===== config.mk =====
export PLATFORM = sky130hd
export DESIGN_NAME = ram_rd_sched
export DESIGN_NICKNAME = d
export VERILOG_FILES = /design/src/rtl/ram_rd_sched_pkg.sv /design/src/rtl/ram_rr_arb2.sv /design/src/rtl/ram_rd_sched.sv
export SDC_FILE = /design/constraint.sdc
export NUM_CORES = 1
export LEC_CHECK = 0
export ABC_AREA = 1
export BUFFER_PORTS_ARGS = -buffer_cell sky130_fd_sc_hd__buf_2
export CORE_MARGIN = 3
export CORE_UTILIZATION = 48
export CTS_CLUSTER_SIZE = 16
export DETAILED_ROUTE_END_ITERATION = 8
export PLACE_DENSITY = 0.83
export SYNTH_ARGS = -nofsm -noshare
export SYNTH_HDL_FRONTEND = slang
export SYNTH_SLANG_ARGS = --single-unit

===== constraint.sdc =====
create_clock -name rd_clk -period 3.26 [get_ports rd_clk]
set_input_delay 0.489 -clock rd_clk [delete_from_list [all_inputs] [get_ports rd_clk]]
set_output_delay 0.489 -clock rd_clk [all_outputs]
set_load 0.02 [all_outputs]

===== src/rtl/ram_rd_sched_pkg.sv =====
// ram_rd_sched_pkg
//   Shared types and constants for the RAM read scheduler.
//   - state_t        : scheduler FSM states (IDLE, BURST)
//   - DEF_ADDR_W/... : default parameter values for ram_rd_sched
//   - RD_LAT         : RAM read latency in cycles; 2 when RAM_RD_SCHED_OREG_EN
//                      is defined (RAM output register enabled, OCE high),
//                      otherwise 1.
package ram_rd_sched_pkg;

   typedef enum logic {
      IDLE  = 1'b0,
      BURST = 1'b1
   } state_t;

   localparam int unsigned DEF_ADDR_W = 10;
   localparam int unsigned DEF_DATA_W = 8;
   localparam int unsigned DEF_LEN_W  = 4;

`ifdef RAM_RD_SCHED_OREG_EN
   localparam int unsigned RD_LAT = 2;
`else
   localparam int unsigned RD_LAT = 1;
`endif

endpackage


===== src/rtl/ram_rr_arb2.sv =====
// ram_rr_arb2
//   Two-way round-robin picker (combinational).
//   req_i[1:0] : request vector, bit 0 = m0, bit 1 = m1
//   prio_i     : priority pointer, 0 = m0 preferred, 1 = m1 preferred
//   adv_i      : arbitration strobe; grant is all-zero while low
//   gnt_o[1:0] : one-hot grant
module ram_rr_arb2 (
   input  logic [1:0] req_i,
   input  logic       prio_i,
   input  logic       adv_i,
   output logic [1:0] gnt_o
);

   always_comb begin
      gnt_o = '0;
      if (adv_i) begin
         if (!prio_i) begin
            if (req_i[0])      gnt_o = 2'b01;
            else if (req_i[1]) gnt_o = 2'b10;
         end else begin
            if (req_i[1])      gnt_o = 2'b10;
            else if (req_i[0]) gnt_o = 2'b01;
         end
      end
   end

endmodule


===== src/rtl/ram_rd_sched.sv =====
// ram_rd_sched
//   Schedules read bursts from two requesters onto one simple dual-port RAM
//   read port and routes the returning data back to the issuing requester.
//   Optional build macro: RAM_RD_SCHED_OREG_EN (2-cycle RAM read latency).
//
//   rd_clk, rd_rst          : clock, synchronous active-high reset
//   mX_req/mX_addr/mX_len   : burst request, start address, beats-1 (held until ack)
//   mX_ack                  : pulse on first issued beat of X's burst
//   mX_rvalid/mX_rdata      : returned read data for requester X
//   ram_rd_addr/ram_rd_en   : RAM read address / read clock enable
//   ram_rd_data             : RAM read data
module ram_rd_sched
   import ram_rd_sched_pkg::*;
#(
   parameter int unsigned ADDR_W = DEF_ADDR_W,
   parameter int unsigned DATA_W = DEF_DATA_W,
   parameter int unsigned LEN_W  = DEF_LEN_W
) (
   input  logic              rd_clk,
   input  logic              rd_rst,
   input  logic              m0_req,
   input  logic [ADDR_W-1:0] m0_addr,
   input  logic [LEN_W-1:0]  m0_len,
   input  logic              m1_req,
   input  logic [ADDR_W-1:0] m1_addr,
   input  logic [LEN_W-1:0]  m1_len,
   output logic              m0_ack,
   output logic              m1_ack,
   output logic              m0_rvalid,
   output logic              m1_rvalid,
   output logic [DATA_W-1:0] m0_rdata,
   output logic [DATA_W-1:0] m1_rdata,
   output logic [ADDR_W-1:0] ram_rd_addr,
   output logic              ram_rd_en,
   input  logic [DATA_W-1:0] ram_rd_data
);

   state_t              state_q, state_d;
   logic [ADDR_W-1:0]   addr_q, addr_d;
   logic [LEN_W-1:0]    cnt_q, cnt_d;
   logic                id_q, id_d;
   logic                first_q, first_d;
   logic                prio_q, prio_d;
   logic                arb_adv;
   logic [1:0]          gnt;
   logic [RD_LAT-1:0]   tag_vld_q;
   logic [RD_LAT-1:0]   tag_id_q;

   assign arb_adv = (state_q == IDLE);

   ram_rr_arb2 u_arb (
      .req_i  ({m1_req, m0_req}),
      .prio_i (prio_q),
      .adv_i  (arb_adv),
      .gnt_o  (gnt)
   );

   // State register
   always_ff @(posedge rd_clk) begin
      if (rd_rst) begin
         state_q <= IDLE;
         addr_q  <= '0;
         cnt_q   <= '0;
         id_q    <= 1'b0;
         first_q <= 1'b0;
         prio_q  <= 1'b0;
      end else begin
         state_q <= state_d;
         addr_q  <= addr_d;
         cnt_q   <= cnt_d;
         id_q    <= id_d;
         first_q <= first_d;
         prio_q  <= prio_d;
      end
   end

   // Next-state logic
   always_comb begin
      state_d = state_q;
      addr_d  = addr_q;
      cnt_d   = cnt_q;
      id_d    = id_q;
      first_d = 1'b0;
      prio_d  = prio_q;
      unique case (state_q)
         IDLE: begin
            if (|gnt) begin
               state_d = BURST;
               id_d    = gnt[1];
               addr_d  = gnt[1] ? m1_addr : m0_addr;
               cnt_d   = gnt[1] ? m1_len  : m0_len;
               first_d = 1'b1;
               // Winner drops to lower priority next round.
               prio_d  = gnt[0];
            end
         end
         BURST: begin
            // Address is not advanced past the final beat so it holds in IDLE.
            if (cnt_q == '0) begin
               state_d = IDLE;
            end else begin
               addr_d = addr_q + 1'b1;
               cnt_d  = cnt_q - 1'b1;
            end
         end
         default: state_d = IDLE;
      endcase
   end

   // Output logic
   always_comb begin
      ram_rd_en   = (state_q == BURST);
      ram_rd_addr = addr_q;
      m0_ack      = (state_q == BURST) && first_q && !id_q;
      m1_ack      = (state_q == BURST) && first_q &&  id_q;
      m0_rvalid   = tag_vld_q[RD_LAT-1] && !tag_id_q[RD_LAT-1];
      m1_rvalid   = tag_vld_q[RD_LAT-1] &&  tag_id_q[RD_LAT-1];
      m0_rdata    = ram_rd_data;
      m1_rdata    = ram_rd_data;
   end

   // Requester tag pipeline, aligned with the RAM read latency.
   always_ff @(posedge rd_clk) begin
      if (rd_rst) begin
         tag_vld_q <= '0;
         tag_id_q  <= '0;
      end else begin
         tag_vld_q[0] <= ram_rd_en;
         tag_id_q[0]  <= id_q;
         for (int unsigned i = 1; i < RD_LAT; i++) begin
            tag_vld_q[i] <= tag_vld_q[i-1];
            tag_id_q[i]  <= tag_id_q[i-1];
         end
      end
   end

endmodule


After elaboration in Yosys (flattened, before gate mapping):

Index checks and enable logic that the tools add are counted.

* flip-flop bits (word level): 20
* word-level logic and storage cells: 42

* add/subtract/negate cells: 2
* equal/unequal tests: 2
* mux-type cells: 17
* bitwise logic cells: 1
* reduce and logical (&&, ||, !) cells: 12

Operators with widths (count)
* $mux 10: 3
* $pmux 10 s2: 1
* $mux 4: 3
* $add 10x1->10 const B: 1
* $mux 2: 5
* $pmux 4 s2: 1
* $logic_and 1x1->1: 5
* $logic_not 4->1: 1
* $reduce_and 2->1: 2
* $reduce_or 2->1: 2
* $sub 4x1->4 const B: 1
* $mux 1: 3
* $logic_not 1->1: 2
* $ne 2x1->1 const B: 1
* $ne 2x2->1 const B: 1
* $pmux 1 s2: 1
* $not 1->1: 1

Depth between registers and ports, before layout:

* depth in word-level cells: 7
* gate-level depth with buffers: 10

Modules after synthesis:

A second synthesis with hierarchy kept.

* cell total of the unflattened synthesis: 220
* area, all modules: 1377.6 um2

Modules (own cells, without submodules)
* ram_rd_sched: times used 1, cells an instance 215, area an instance 1356.3 um2, seq. area each 400.4 um2
* ram_rr_arb2: times used 1, cells an instance 5, area an instance 21.3 um2, seq. area each 0.0 um2

Worst setup path before layout:

No wires, ideal clock.

* path type: reg-to-output
* from: reg state_q (netlist: ram_rd_en)
* to: out m0_ack
* arrival: 1.461 ns
* setup slack: 1.310 ns
* stages on the path, launching flop included: 5
* path buffers: 2
* path through: dfxtp_1 > inv_2 > buf_2 > buf_2 > nor3_1

* longest elaborated chain between the ends: 2

RTL lines
* from (decl): line ram_rd_sched.sv:38 `state_t state_q, state_d;`
* from (signal assigned): line ram_rd_sched.sv:68 `state_q <= state_d;`
* $logic_and 1x1->1 (2 in series): line ram_rd_sched.sv:114 `m0_ack = (state_q == BURST) && first_q && !id_q;`
* to (decl): line ram_rd_sched.sv:27 `output logic m0_ack,`

Every way passes these cells.

Worst setup path in the final report:

* from: reg state_q (netlist: ram_rd_en)
* to: out m1_ack

* longest elaborated chain between the ends: 2

RTL lines
* $logic_and 1x1->1 (2 in series): line ram_rd_sched.sv:115 `m1_ack = (state_q == BURST) && first_q && id_q;`
* to (decl): line ram_rd_sched.sv:28 `output logic m1_ack,`

Every way passes these cells.

==> impl_results.md <==
* Run status: completed
* Number of DRC violations after detailed-routing iteration 0 at 49
* Cell with the biggest individual delay on the critical path: sky130_fd_sc_hd__dfxtp_1
* Post-placement cell area at 0.00154 mm^2
* Number of clock sinks at 20
* Total power per unit cell area at 548 mW/mm^2
* Maximum number of pins on one net before global-route repair at 22
* Antenna-violating nets left at 0
* Final instance area at 0.00160 mm^2
* Initial standard-cell utilization of the core at 51.4%
* Die footprint at 0.00373 mm^2
* Antenna diode instance count at 0
* Clock-pin transition on the worst setup and hold timing paths at 0.12 ns
* Unrepaired setup endpoints after global routing: no
* Detailed Place HPWL at 2.33 mm
* Area growth, synth to finish at 9.63%
* Via density per instance at 5.08
* Data required time at the worst endpoint at 2.77 ns
* Number of gates resized after CTS at 0
* Kind of critical path: flop to output pin
* Share of the clock period used by the worst path at 67.7%
* Fraction of final layout cells sized beyond drive strength 1 at 26.0%
* Slew at the pin with the worst max-slew slack at 0.544 ns
* Core outline area at 0.00283 mm^2
* List of cells traversed by the critical path: inv_2, nor3_1, buf_2
* Post-synthesis instance total at 228
* Maximum fanout encountered on the critical timing path at 21
* Data arrival time at the worst-slack endpoint at 1.72 ns
* IR drop worst, VDD at 0.000425 V
* Maximum number of buffers from clock root to sink at 2
* Port Buffers at 46
* Total grt overflow at 0
* Post-layout minimum cycle time at 2.21 ns
* TritonCTS clock tree: done
* Final Hold Fails at 0
* Number of H-tree levels at 1
* Via count of the first global-routing pass at 1242
* Path category of the worst min-delay check: input port to flop
* First-pass GRT wire length at 5.17 mm
* Post-synthesis instance area at 0.00146 mm^2
* Post-CTS repair timing setup buffer count at 0
* Overall Power at 0.000874 W
* Net count after synthesis at 271
* Highest achievable clock rate at 0.453 GHz
* Post-Route Setup TNS at 0 ns
* Count of hold buffers inserted by post-cts repair at 0
* Total wire length at 3.21 mm
* Critical path launch point type: flop
* WL per Instance at 11.3 um
* Final critical-path setup slack at 1.05 ns
* Relative max-transition margin at 63.7%
* Residual DRC count at 0
* FF+latch count, synth at 20
* Post-Synthesis Mean Instance Area at 6.38 um^2
* Num CTS Buffers at 3
* Top-level I/O count at 71
* Insertion delay to the later sink of the worst-skew pair at 0.30 ns
* Total number of placement rows at 19
* Clk root buf: sky130_fd_sc_hd__clkbuf_4
* Top Family by Delay on Critical Path: flip-flops
* Number of warnings reported in the yosys synthesis log at 0
* Endpoints failing setup at 0
* Max-cap violations at 0
* Die Span X at 61.1 um
* GPL Wtd Cong at 0.853
* Type of element capturing the critical path: output pin
* GRT Total Usage at 17.7%
* Worst-case clock skew at 0.00669 ns
* Sequential-to-total area share from yosys stat at 27.5%
* Number of antenna violations at the first check in global routing at 0
* DP Worst Slack at 1.34 ns
* Total iterations of the first detailed-routing run at 4
* Crit-path max cell delay at 0.68 ns
* Number of nets in the finished design at 298
* Vertical extent of the die at 61.1 um
* Total via count after detailed routing at 1448
* Number of pins exceeding their max-slew limit in the final report at 0
* Number of distinct standard cells referenced by the synthesized netlist at 27
* CP bufs+invs at 2
* Leakage power total at 0.831 nW
[path summary, 6_finish.rpt]
check	from	to	slack, ns	cells after the start
worst max-delay path	ram_rd_en$_SDFF_PP0_	m1_ack	1.05	3
worst min-delay path	rd_rst	ram_rd_addr[9]$_SDFFE_PP0P_	0.44	2
worst max register to register	ram_rd_en$_SDFF_PP0_	ram_rd_addr[9]$_SDFFE_PP0P_	1.26	6
worst min register to register	id_q$_SDFFE_PP0P_	tag_id_q$_SDFF_PP0_	0.49	2
[synth_stat cells, drive strengths merged]
master	number	area share, %
a21oi	15	5.4
and3	1	0.43
or2	1	0.43
nand3b	1	0.52
dfxtp	20	28
inv	26	6.7
xnor2	2	1.2
clkbuf	1	0.26
nand2	60	17
nor2	27	7.0
o211ai	1	0.52
nand3	18	7.4
nor3	3	1.0
buf	23	12
ha	3	2.6
o21ai	26	9.5
[sequential cells by signal (all words and copies together), names as in the netlist]
name	count
prio_q	1
cnt_q	4
ram_rd_en	1
id_q	1
ram_rd_addr	10
first_q	1
tag_vld_q	1
tag_id_q	1
[metrics by stage]
step | cells | hold slack [ns] | util, %
2_1_floorplan | 228 | 0.438 | -
3_3_place_gp | 281 | 0.468 | 54.5
3_5_place_dp | 281 | 0.470 | 54.5
4_1_cts | 285 | 0.427 | 56.4
5_1_grt | 285 | 0.436 | 56.4
6_report | 285 | 0.438 | 56.4
[placed cells by master (no fill, tap or decap)]
| cell type | instances |
|---|---|
| sky130_fd_sc_hd__nand3_1 | 16 |
| sky130_fd_sc_hd__xnor2_1 | 2 |
| sky130_fd_sc_hd__o21ai_1 | 3 |
| sky130_fd_sc_hd__nand2_4 | 2 |
| sky130_fd_sc_hd__bufinv_16 | 1 |
| sky130_fd_sc_hd__nand2_2 | 5 |
| sky130_fd_sc_hd__and3_1 | 1 |
| sky130_fd_sc_hd__a21oi_1 | 14 |
| sky130_fd_sc_hd__dfxtp_1 | 20 |
| sky130_fd_sc_hd__inv_1 | 23 |
| sky130_fd_sc_hd__o21ai_2 | 2 |
| sky130_fd_sc_hd__o21ai_0 | 21 |
| sky130_fd_sc_hd__ha_1 | 3 |
| sky130_fd_sc_hd__a21oi_2 | 1 |
| sky130_fd_sc_hd__clkbuf_4 | 3 |
| sky130_fd_sc_hd__nor2_1 | 27 |
| sky130_fd_sc_hd__o211ai_1 | 1 |
| sky130_fd_sc_hd__nand3b_1 | 1 |
| sky130_fd_sc_hd__nor3_1 | 3 |
| sky130_fd_sc_hd__nand2_1 | 53 |
| sky130_fd_sc_hd__nand3_2 | 1 |
| sky130_fd_sc_hd__inv_2 | 3 |
| sky130_fd_sc_hd__buf_2 | 46 |
| sky130_fd_sc_hd__or2_2 | 1 |
| sky130_fd_sc_hd__nand3_4 | 1 |
[metal layers]
| metal | global-route usage (%) | up-vias | wire length, um |
|---|---|---|---|
| met5 | 0 | - | 0 |
| met4 | 3.10 | 0 | 22 |
| met3 | 3.77 | 4 | 190 |
| met2 | 29.0 | 42 | 1510 |
| met1 | 24.3 | 639 | 1490 |
| li1 | - | 763 | - |
[cell families (layout without fill, tap and decap cells)]
| kind of cell | count (synthesis) | after routing | share of synthesized area (%) |
|---|---|---|---|
| fa+ha+maj | 3 | 3 | 2.58 |
| buf+inv | 50 | 76 | 19.2 |
| xor+xnor | 2 | 2 | 1.20 |
| flops | 20 | 20 | 27.5 |
| simple gates | 111 | 111 | 34.1 |
| compound gates | 42 | 42 | 15.4 |
[power by group]
group / leakage [nW] / internal [W] / total (W) / switching, W
clock: 0.0279 / 0.000124 / 0.000206 / 0.0000816
sequential: 0.166 / 0.000290 / 0.000344 / 0.0000537
combinational: 0.637 / 0.000118 / 0.000325 / 0.000206
[final cells by class]
cell class	instances	area, um^2
inverter	26	97.6
clock buffer	3	22.5
multi-input combinational	158	776
clock inverter	1	30.0
tap	31	38.8
fill	287	1230
timing repair buffer	46	230
sequential	20	400
No activity file was read; power rests on OpenSTA's default activity.
